`config.mk`:
```
export PLATFORM = sky130hd
export DESIGN_NAME = store_lane_unit
export DESIGN_NICKNAME = d
export VERILOG_FILES = /design/src/rtl/store_lane_unit.sv
export SDC_FILE = /design/constraint.sdc
export NUM_CORES = 1
export LEC_CHECK = 0
export BUFFER_PORTS_ARGS = -buffer_cell sky130_fd_sc_hd__buf_2
export CORE_UTILIZATION = 48
export DETAILED_ROUTE_END_ITERATION = 10
export PLACE_DENSITY_LB_ADDON = 0.08
export SYNTH_ARGS = -nofsm -noshare
export SYNTH_HDL_FRONTEND = slang
export SYNTH_SLANG_ARGS = --single-unit
```
`constraint.sdc`:
```
create_clock -name clock -period 4.64 [get_ports clock]
set_input_delay 0 -clock clock [delete_from_list [all_inputs] [get_ports clock]]
set_output_delay 0 -clock clock [all_outputs]
set_load 0.02 [all_outputs]
```
`src/rtl/store_lane_unit.sv`:
```
// store_lane_unit
//   Store-path lane aligner and write buffer for the or1420 data-memory
//   interface. CPU stores (byte / half-word / word) are checked for
//   alignment, steered onto big-endian byte lanes, queued in a small FIFO
//   and issued one at a time with a request/grant/done bus handshake.
//
// Ports
//   clock, nReset         : clock, asynchronous active-low reset
//   storeValid/storeReady : store request handshake (ready = FIFO not full)
//   storeSize             : 00 byte, 01 half-word, 10 word, 11 reserved
//   storeAddress          : byte address of the store
//   storeData             : right-justified store data
//   misalignedError       : one-cycle pulse after a rejected store
//   busRequest            : transaction pending (REQUEST state)
//   busGrant              : single-cycle grant from the arbiter
//   busAddress            : word address of the FIFO head
//   busByteEnables        : lane enables, bit 3 = lane 31:24
//   busData               : lane-aligned data of the FIFO head
//   busDone               : single-cycle completion of the granted transaction
//   busy                  : FIFO non-empty or FSM not idle
module store_lane_unit #(
    parameter int unsigned DEPTH = 2
) (
    input  logic        clock,
    input  logic        nReset,
    input  logic        storeValid,
    output logic        storeReady,
    input  logic [1:0]  storeSize,
    input  logic [31:0] storeAddress,
    input  logic [31:0] storeData,
    output logic        misalignedError,
    output logic        busRequest,
    input  logic        busGrant,
    output logic [31:0] busAddress,
    output logic [3:0]  busByteEnables,
    output logic [31:0] busData,
    input  logic        busDone,
    output logic        busy
);

    localparam int unsigned PW = $clog2(DEPTH);
    localparam logic [PW:0] FULL = (PW + 1)'(DEPTH);

    typedef enum logic [1:0] {
        S_IDLE,
        S_REQUEST,
        S_WAIT
    } state_t;

    state_t state, state_next;

    logic [29:0] mem_addr [DEPTH];
    logic [3:0]  mem_be   [DEPTH];
    logic [31:0] mem_data [DEPTH];

    logic [PW-1:0] rd_ptr, wr_ptr;
    logic [PW:0]   count;

    logic [3:0]  align_be;
    logic [31:0] align_data;
    logic        align_mis;
    logic        accept, push, pop, head_valid;

    // Big-endian lane steering: address offset 0 lands on lane 31:24.
    always_comb begin
        align_be   = '0;
        align_data = '0;
        align_mis  = 1'b0;
        case (storeSize)
            2'b00: begin
                align_be   = 4'b1000 >> storeAddress[1:0];
                align_data = {4{storeData[7:0]}};
            end
            2'b01: begin
                align_be   = storeAddress[1] ? 4'b0011 : 4'b1100;
                align_data = {2{storeData[15:0]}};
                align_mis  = storeAddress[0];
            end
            2'b10: begin
                align_be   = '1;
                align_data = storeData;
                align_mis  = (storeAddress[1:0] != 2'b00);
            end
            default: align_mis = 1'b1;
        endcase
    end

    assign storeReady = (count != FULL);
    assign accept     = storeValid & storeReady;
    // Misaligned requests are consumed but never enter the FIFO.
    assign push       = accept & ~align_mis;
    assign pop        = (state == S_WAIT) & busDone;
    assign head_valid = (count != '0);

    always_ff @(posedge clock) begin
        if (push) begin
            mem_addr[wr_ptr] <= storeAddress[31:2];
            mem_be[wr_ptr]   <= align_be;
            mem_data[wr_ptr] <= align_data;
        end
    end

    always_ff @(posedge clock or negedge nReset) begin
        if (!nReset) begin
            rd_ptr          <= '0;
            wr_ptr          <= '0;
            count           <= '0;
            misalignedError <= 1'b0;
        end else begin
            misalignedError <= accept & align_mis;
            if (push) wr_ptr <= wr_ptr + 1'b1;
            if (pop)  rd_ptr <= rd_ptr + 1'b1;
            case ({push, pop})
                2'b10:   count <= count + 1'b1;
                2'b01:   count <= count - 1'b1;
                default: count <= count;
            endcase
        end
    end

    // State register
    always_ff @(posedge clock or negedge nReset) begin
        if (!nReset) state <= S_IDLE;
        else         state <= state_next;
    end

    // Next-state logic
    always_comb begin
        state_next = state;
        case (state)
            S_IDLE:    if (head_valid) state_next = S_REQUEST;
            S_REQUEST: if (busGrant)   state_next = S_WAIT;
            S_WAIT: begin
                // Decision uses the pre-pop count so a queued entry
                // re-requests immediately after busDone.
                if (busDone) state_next = (count > (PW + 1)'(1)) ? S_REQUEST : S_IDLE;
            end
            default:   state_next = S_IDLE;
        endcase
    end

    // Outputs; head fields read as zero whenever the FIFO is empty,
    // which also covers the reset condition.
    always_comb begin
        busRequest     = (state == S_REQUEST);
        busy           = head_valid | (state != S_IDLE);
        busAddress     = '0;
        busByteEnables = '0;
        busData        = '0;
        if (head_valid) begin
            busAddress     = {mem_addr[rd_ptr], 2'b00};
            busByteEnables = mem_be[rd_ptr];
            busData        = mem_data[rd_ptr];
        end
    end

endmodule

```
# Word-level counts from Yosys, hierarchy flattened
# Memory sizes are Yosys's and may differ from the RTL's.
# Cells that the tools add are included.
# word_totals
reg_bits,7
mem_bits_rw,132
in_bits,71
out_inout_bits,72
memories,3
# mem_list
name,depth,width,rd,rd_ports_with_merged_regs,write_ports,line_no,rtl
mem_data,2,32,1,0,1,54,logic [31:0] mem_data [DEPTH];
mem_addr,2,30,1,0,1,52,logic [29:0] mem_addr [DEPTH];
mem_be,2,4,1,0,1,53,logic [3:0] mem_be [DEPTH];
# classes
addsub,4
magnitude_cmp,1
eq_ne,10
shifts,1
n_mux,15
n_bitwise,6
reduce_logical,7
# op_table
op,n
32-bit one-hot mux with 3 select lines,1
32-bit two-way mux,2
4-bit one-hot mux with 3 select lines,1
4-bit two-way mux,2
2-bit nonzero test,4
"2-bit by 1-bit == test with 1-bit output, second input constant",3
"2-bit == test, second input constant",3
2-bit two-way mux,3
"2-bit inequality test, second input constant",3
2-bit one-hot mux with 3 select lines,1
1-bit bitwise AND,4
2-bit zero test,2
2-bit one-hot mux with 2 select lines,1
"4-bit by 2-bit >> shifter with 4-bit output, first input constant",1
1-bit two-way mux,3
1-bit one-hot mux with 3 select lines,1
3-bit AND reduction,1
"1-bit adder, second input constant",2
"2-bit by 1-bit adder with 2-bit output, second input constant",1
"2-bit by 1-bit greater-than comparator with 1-bit output, second input constant",1
"2-bit by 1-bit inequality test with 1-bit output, second input constant",1
"2-bit by 1-bit subtractor with 2-bit output, second input constant",1
1-bit NOT,1
1-bit OR,1

# Longest topological paths before layout
# depth
word_depth,6
depth_mapped,7

# Worst setup path after synthesis
# Ideal clock, no wire load.
# synth_path
path_kind,reg-to-reg
start,register count[0]
end,"memory mem_addr[0][0], enable pin"
setup_time_ps,490
arrival_time_ps,3644
required_ps,4150
slack_ps,506
stages_incl_launch_ff,6
n_path_buf,0
synth_period_minus_slack_ps,4134
path_cell_list,dfrtp_1 -> inv_1 -> ha_1 -> nor2b_1 -> o21ai_2 -> nor2_1
# synth_between
elab_chain_cells,5
# synth_lines
item,line_no,rtl
start: declaration,57,logic [PW:0] count;
start signal: assignment,114,2'b10: count <= count + 1'b1;
start signal: assignment,115,2'b01: count <= count - 1'b1;
start signal: assignment,116,default: count <= count;
2-bit inequality test,88,assign storeReady = (count != FULL);
1-bit bitwise AND,89,assign accept = storeValid & storeReady;
1-bit bitwise AND,91,assign push = accept & ~align_mis;
1-bit two-way mux,96,if (push) begin
1-bit two-way mux (not written as such),97,mem_addr[wr_ptr] <= storeAddress[31:2];
end: declaration,52,
# No other way between the ends.

# Final worst setup path
# layout_path
start,register count[0]
end,"memory mem_addr[0][15], enable pin"
# Same word-level chain as after synthesis.

==> results.sh <==
export IMPL_die_y_um=113
export IMPL_synth_fa_ha_area_share_pct=0.850
export IMPL_yosysTopAreaCell="edfxtp_1"
export IMPL_synth_area_top_cells="edfxtp_1, mux2i_1, nor2_1, dfrtp_1, a21oi_1"
export IMPL_num_fill_cells=857
export IMPL_antennaDiodeCount=0
export IMPL_slew_headroom_pct=32.9
export IMPL_cts_tree="done"
export IMPL_hold_class="input port to flop"
export IMPL_final_util_pct=65.5
export IMPL_max_stage_delay_ns=0.78
export IMPL_hold_viol_final=0
export IMPL_start_kind="flop"
export IMPL_worstPathArrival_ns=2.62
export IMPL_path_clk_slew_ns=0.06
export IMPL_ios=143
export IMPL_drcViolationCount=0
export IMPL_min_period_ns=2.53
export IMPL_synth_top_family_by_area="multiplexers"
export IMPL_cpMaxStageDelayCell="nor2_4"
export IMPL_outcome="finished, final reports clean"
export IMPL_ir_drop_mv=0.353
export IMPL_dieArea_mm2=0.0127
export IMPL_cts_buffers=17
export IMPL_drv_slew=0
export IMPL_die_x_um=113
export IMPL_clk_latency_ns=0.40
export IMPL_gp_congestion=0.747
export IMPL_power_switching_mw=1.62
export IMPL_grt_antenna_before_repair=0
export IMPL_vias=3867
export IMPL_grt_max_degree=40
export IMPL_fin_tns_setup_ns=0
export IMPL_routed_wl_um=12400
export IMPL_antenna_left=0
export IMPL_hpwlAfterDp_um=7740
export IMPL_yosys_area_share_simple_pct=8.06
export IMPL_leakage_nw=3.25
export IMPL_path_class="flop to flop"
export IMPL_crit_chain="inv_1 -> ha_1 -> nor2b_1 -> o21ai_2 -> nor2_4 -> buf_4"
export IMPL_yosysTopAreaCellShare_pct=67.3
export IMPL_pwr_share_seq_pct=37.1
export IMPL_synth_distinct_cells=28
export IMPL_final_nets=684
export IMPL_switching_share_pct=35.2
export IMPL_grt_usage_pct=20.5
export IMPL_power_internal_mw=2.99
export IMPL_placed_area_mm2=0.00664
export IMPL_ys_seq_area_share_pct=70.3
export IMPL_whs_ns=0.0470
export IMPL_cp_max_fo=34
export IMPL_grt_pass1_vias=3871
export IMPL_p_per_area_mw_per_mm2=589
export IMPL_combPwrFrac_pct=34.5
export IMPL_synth_compound_area_share_pct=5.06
export IMPL_crit_required_ns=4.72
export IMPL_maxCapViolCount=0
export IMPL_core_region_area_mm2=0.0120
export IMPL_p_total_mw=4.61
export IMPL_grt_pass1_wl_um=19400
export IMPL_setup_ws_ns=2.11
export IMPL_clock_power_share_pct=28.4
export IMPL_overflow=0
export IMPL_setup_viol=0
export IMPL_cts_sinks=139
export IMPL_pre_cts_ws_ns=2.04
export IMPL_multiInputGateArea_mm2=0.00155
export IMPL_worstMarginPinSlew_ns=1.00
export IMPL_instances_no_fill=769
export IMPL_start_util_pct=49.2
export IMPL_design_area_mm2=0.00784
export IMPL_num_rows=40
export IMPL_netlist_instances=408
export IMPL_cts_htree_levels=4
export IMPL_rsz0062_at_grt="false"
export IMPL_ys_warn_count=0
export IMPL_firstDrtPassIters=4
export IMPL_vias_per_cell=5.03
export IMPL_min_period_over_period_pct=54.6
export IMPL_synth_xor_area_share_pct=0.595
export IMPL_cp_end_kind="flop"
export IMPL_drt_iter0_markers=214
export IMPL_netlist_area_mm2=0.00589
export IMPL_placed_cells_incl_taps=676
export IMPL_most_common_layout_cells="buf_2, edfxtp_1, nor2_1"
export IMPL_layout_commonest_cell="buf_2"
export IMPL_post_cts_resize_count=0
export IMPL_final_layout_size_suffix_gt1_share_pct=28.8
export IMPL_synth_seq_cells=139
export IMPL_fmax_ghz=0.395
export IMPL_root_buffer="clkbuf_16"
export IMPL_areaGrowthSynthToFinish_pct=33.2
export IMPL_path_buf_inv=2
export IMPL_wl_per_cell_um=16.1
export IMPL_clockBufferDepth=2
export IMPL_synthMuxAreaShare_pct=11.4
export IMPL_synth_avg_cell_area_um2=14.4
export IMPL_fin_skew_ns=0.00361
export IMPL_critPathTopFamily="simple AND/OR/NAND/NOR gates"
export IMPL_seq_area_mm2=0.00414
export IMPL_io_buffers=140
## cell families (layout without fill, tap and decap cells)
group	after synthesis	in the layout
xor+xnor	4	4
flops	139	139
other cells	1	2
simple gates	109	109
compound gates	53	53
fa+ha+maj	4	4
buf+inv	31	244
mux	67	67
## layer usage
layer / vias up / global-route usage, % / wire, µm
met1: 1847 / 25.6 / 5290
met5: - / 0 / 0
met4: 0 / 6.84 / 91
li1: 1875 / - / -
met3: 8 / 5.68 / 738
met2: 137 / 34.7 / 6270
## state kept, by name, summed over array words and instances, names as in the netlist
register / cells
count: 2
mem_addr: 60
mem_be: 8
mem_data: 64
misalignedError: 1
rd_ptr: 1
state: 2
wr_ptr: 1
## worst paths after layout
kind / from / to / slack (ns) / depth (start not counted)
min in group asynchronous: nReset / state[1]$_DFFE_PN0P_ / 0.56 / 3
setup / recovery: count[0]$_DFFE_PN0P_ / mem_addr[0][15]$_DFFE_PP_ / 2.11 / 6
max in group asynchronous: nReset / rd_ptr$_DFFE_PN0P_ / 3.79 / 3
hold reg to reg: count[0]$_DFFE_PN0P_ / count[0]$_DFFE_PN0P_ / 0.51 / 1
setup reg to reg: count[0]$_DFFE_PN0P_ / mem_addr[0][15]$_DFFE_PP_ / 2.11 / 6
hold / removal: storeData[26] / mem_data[0][26]$_DFFE_PP_ / 0.05 / 3
## Yosys cell counts
cell / instances
edfxtp_1: 132
nor2_1: 72
mux2i_1: 67
a21oi_1: 21
nand2_1: 13
o21ai_0: 13
nor2b_1: 12
a21o_1: 8
and2_1: 8
buf_4: 7
dfrtp_1: 7
o21ai_1: 7
buf_2: 6
clkbuf_1: 5
inv_1: 5
buf_6: 4
ha_1: 4
buf_8: 3
xnor2_1: 3
nand2b_1: 2
o21a_1: 2
clkbuf_2: 1
conb_1: 1
nor3_2: 1
nor3b_1: 1
o21ai_2: 1
o32ai_1: 1
xor2_1: 1
## what timing repair did
item                      in CTS  in global routing
hold buffers                  61                  0
hold endpoints to repair     130                  0
buffers inserted               0                  0
## power by group through the flow
stage               clock network, mW  registers [mW]  logic (mW)
floorplan                           0            1.65        1.20
global placement                    0            1.73        1.55
detailed placement                  0            1.74        1.55
CTS                              1.33            1.71        1.60
global route                     1.38            1.73        1.71
finish                           1.31            1.71        1.59
## worst register-to-register path, delay by kind of cell, from the launching register on
kind	cells	cell delay, ns
adder cells (fa/ha/maj)	1	0.22
AO/OA/AOI/OAI	1	0.15
flip-flops	1	0.38
buffers and inverters	2	0.50
AND/OR/NAND/NOR	2	0.96
## layout make-up
cell class	instances	share of cell area, %
repair buffers	207	17.3
clock buffers	18	5.48
well taps	147	2.35
flip-flops and latches	139	52.9
multi-input cells	239	19.8
inverters	5	0.239
clock inverters	14	1.96
No activity file was read; power rests on OpenSTA's default activity.
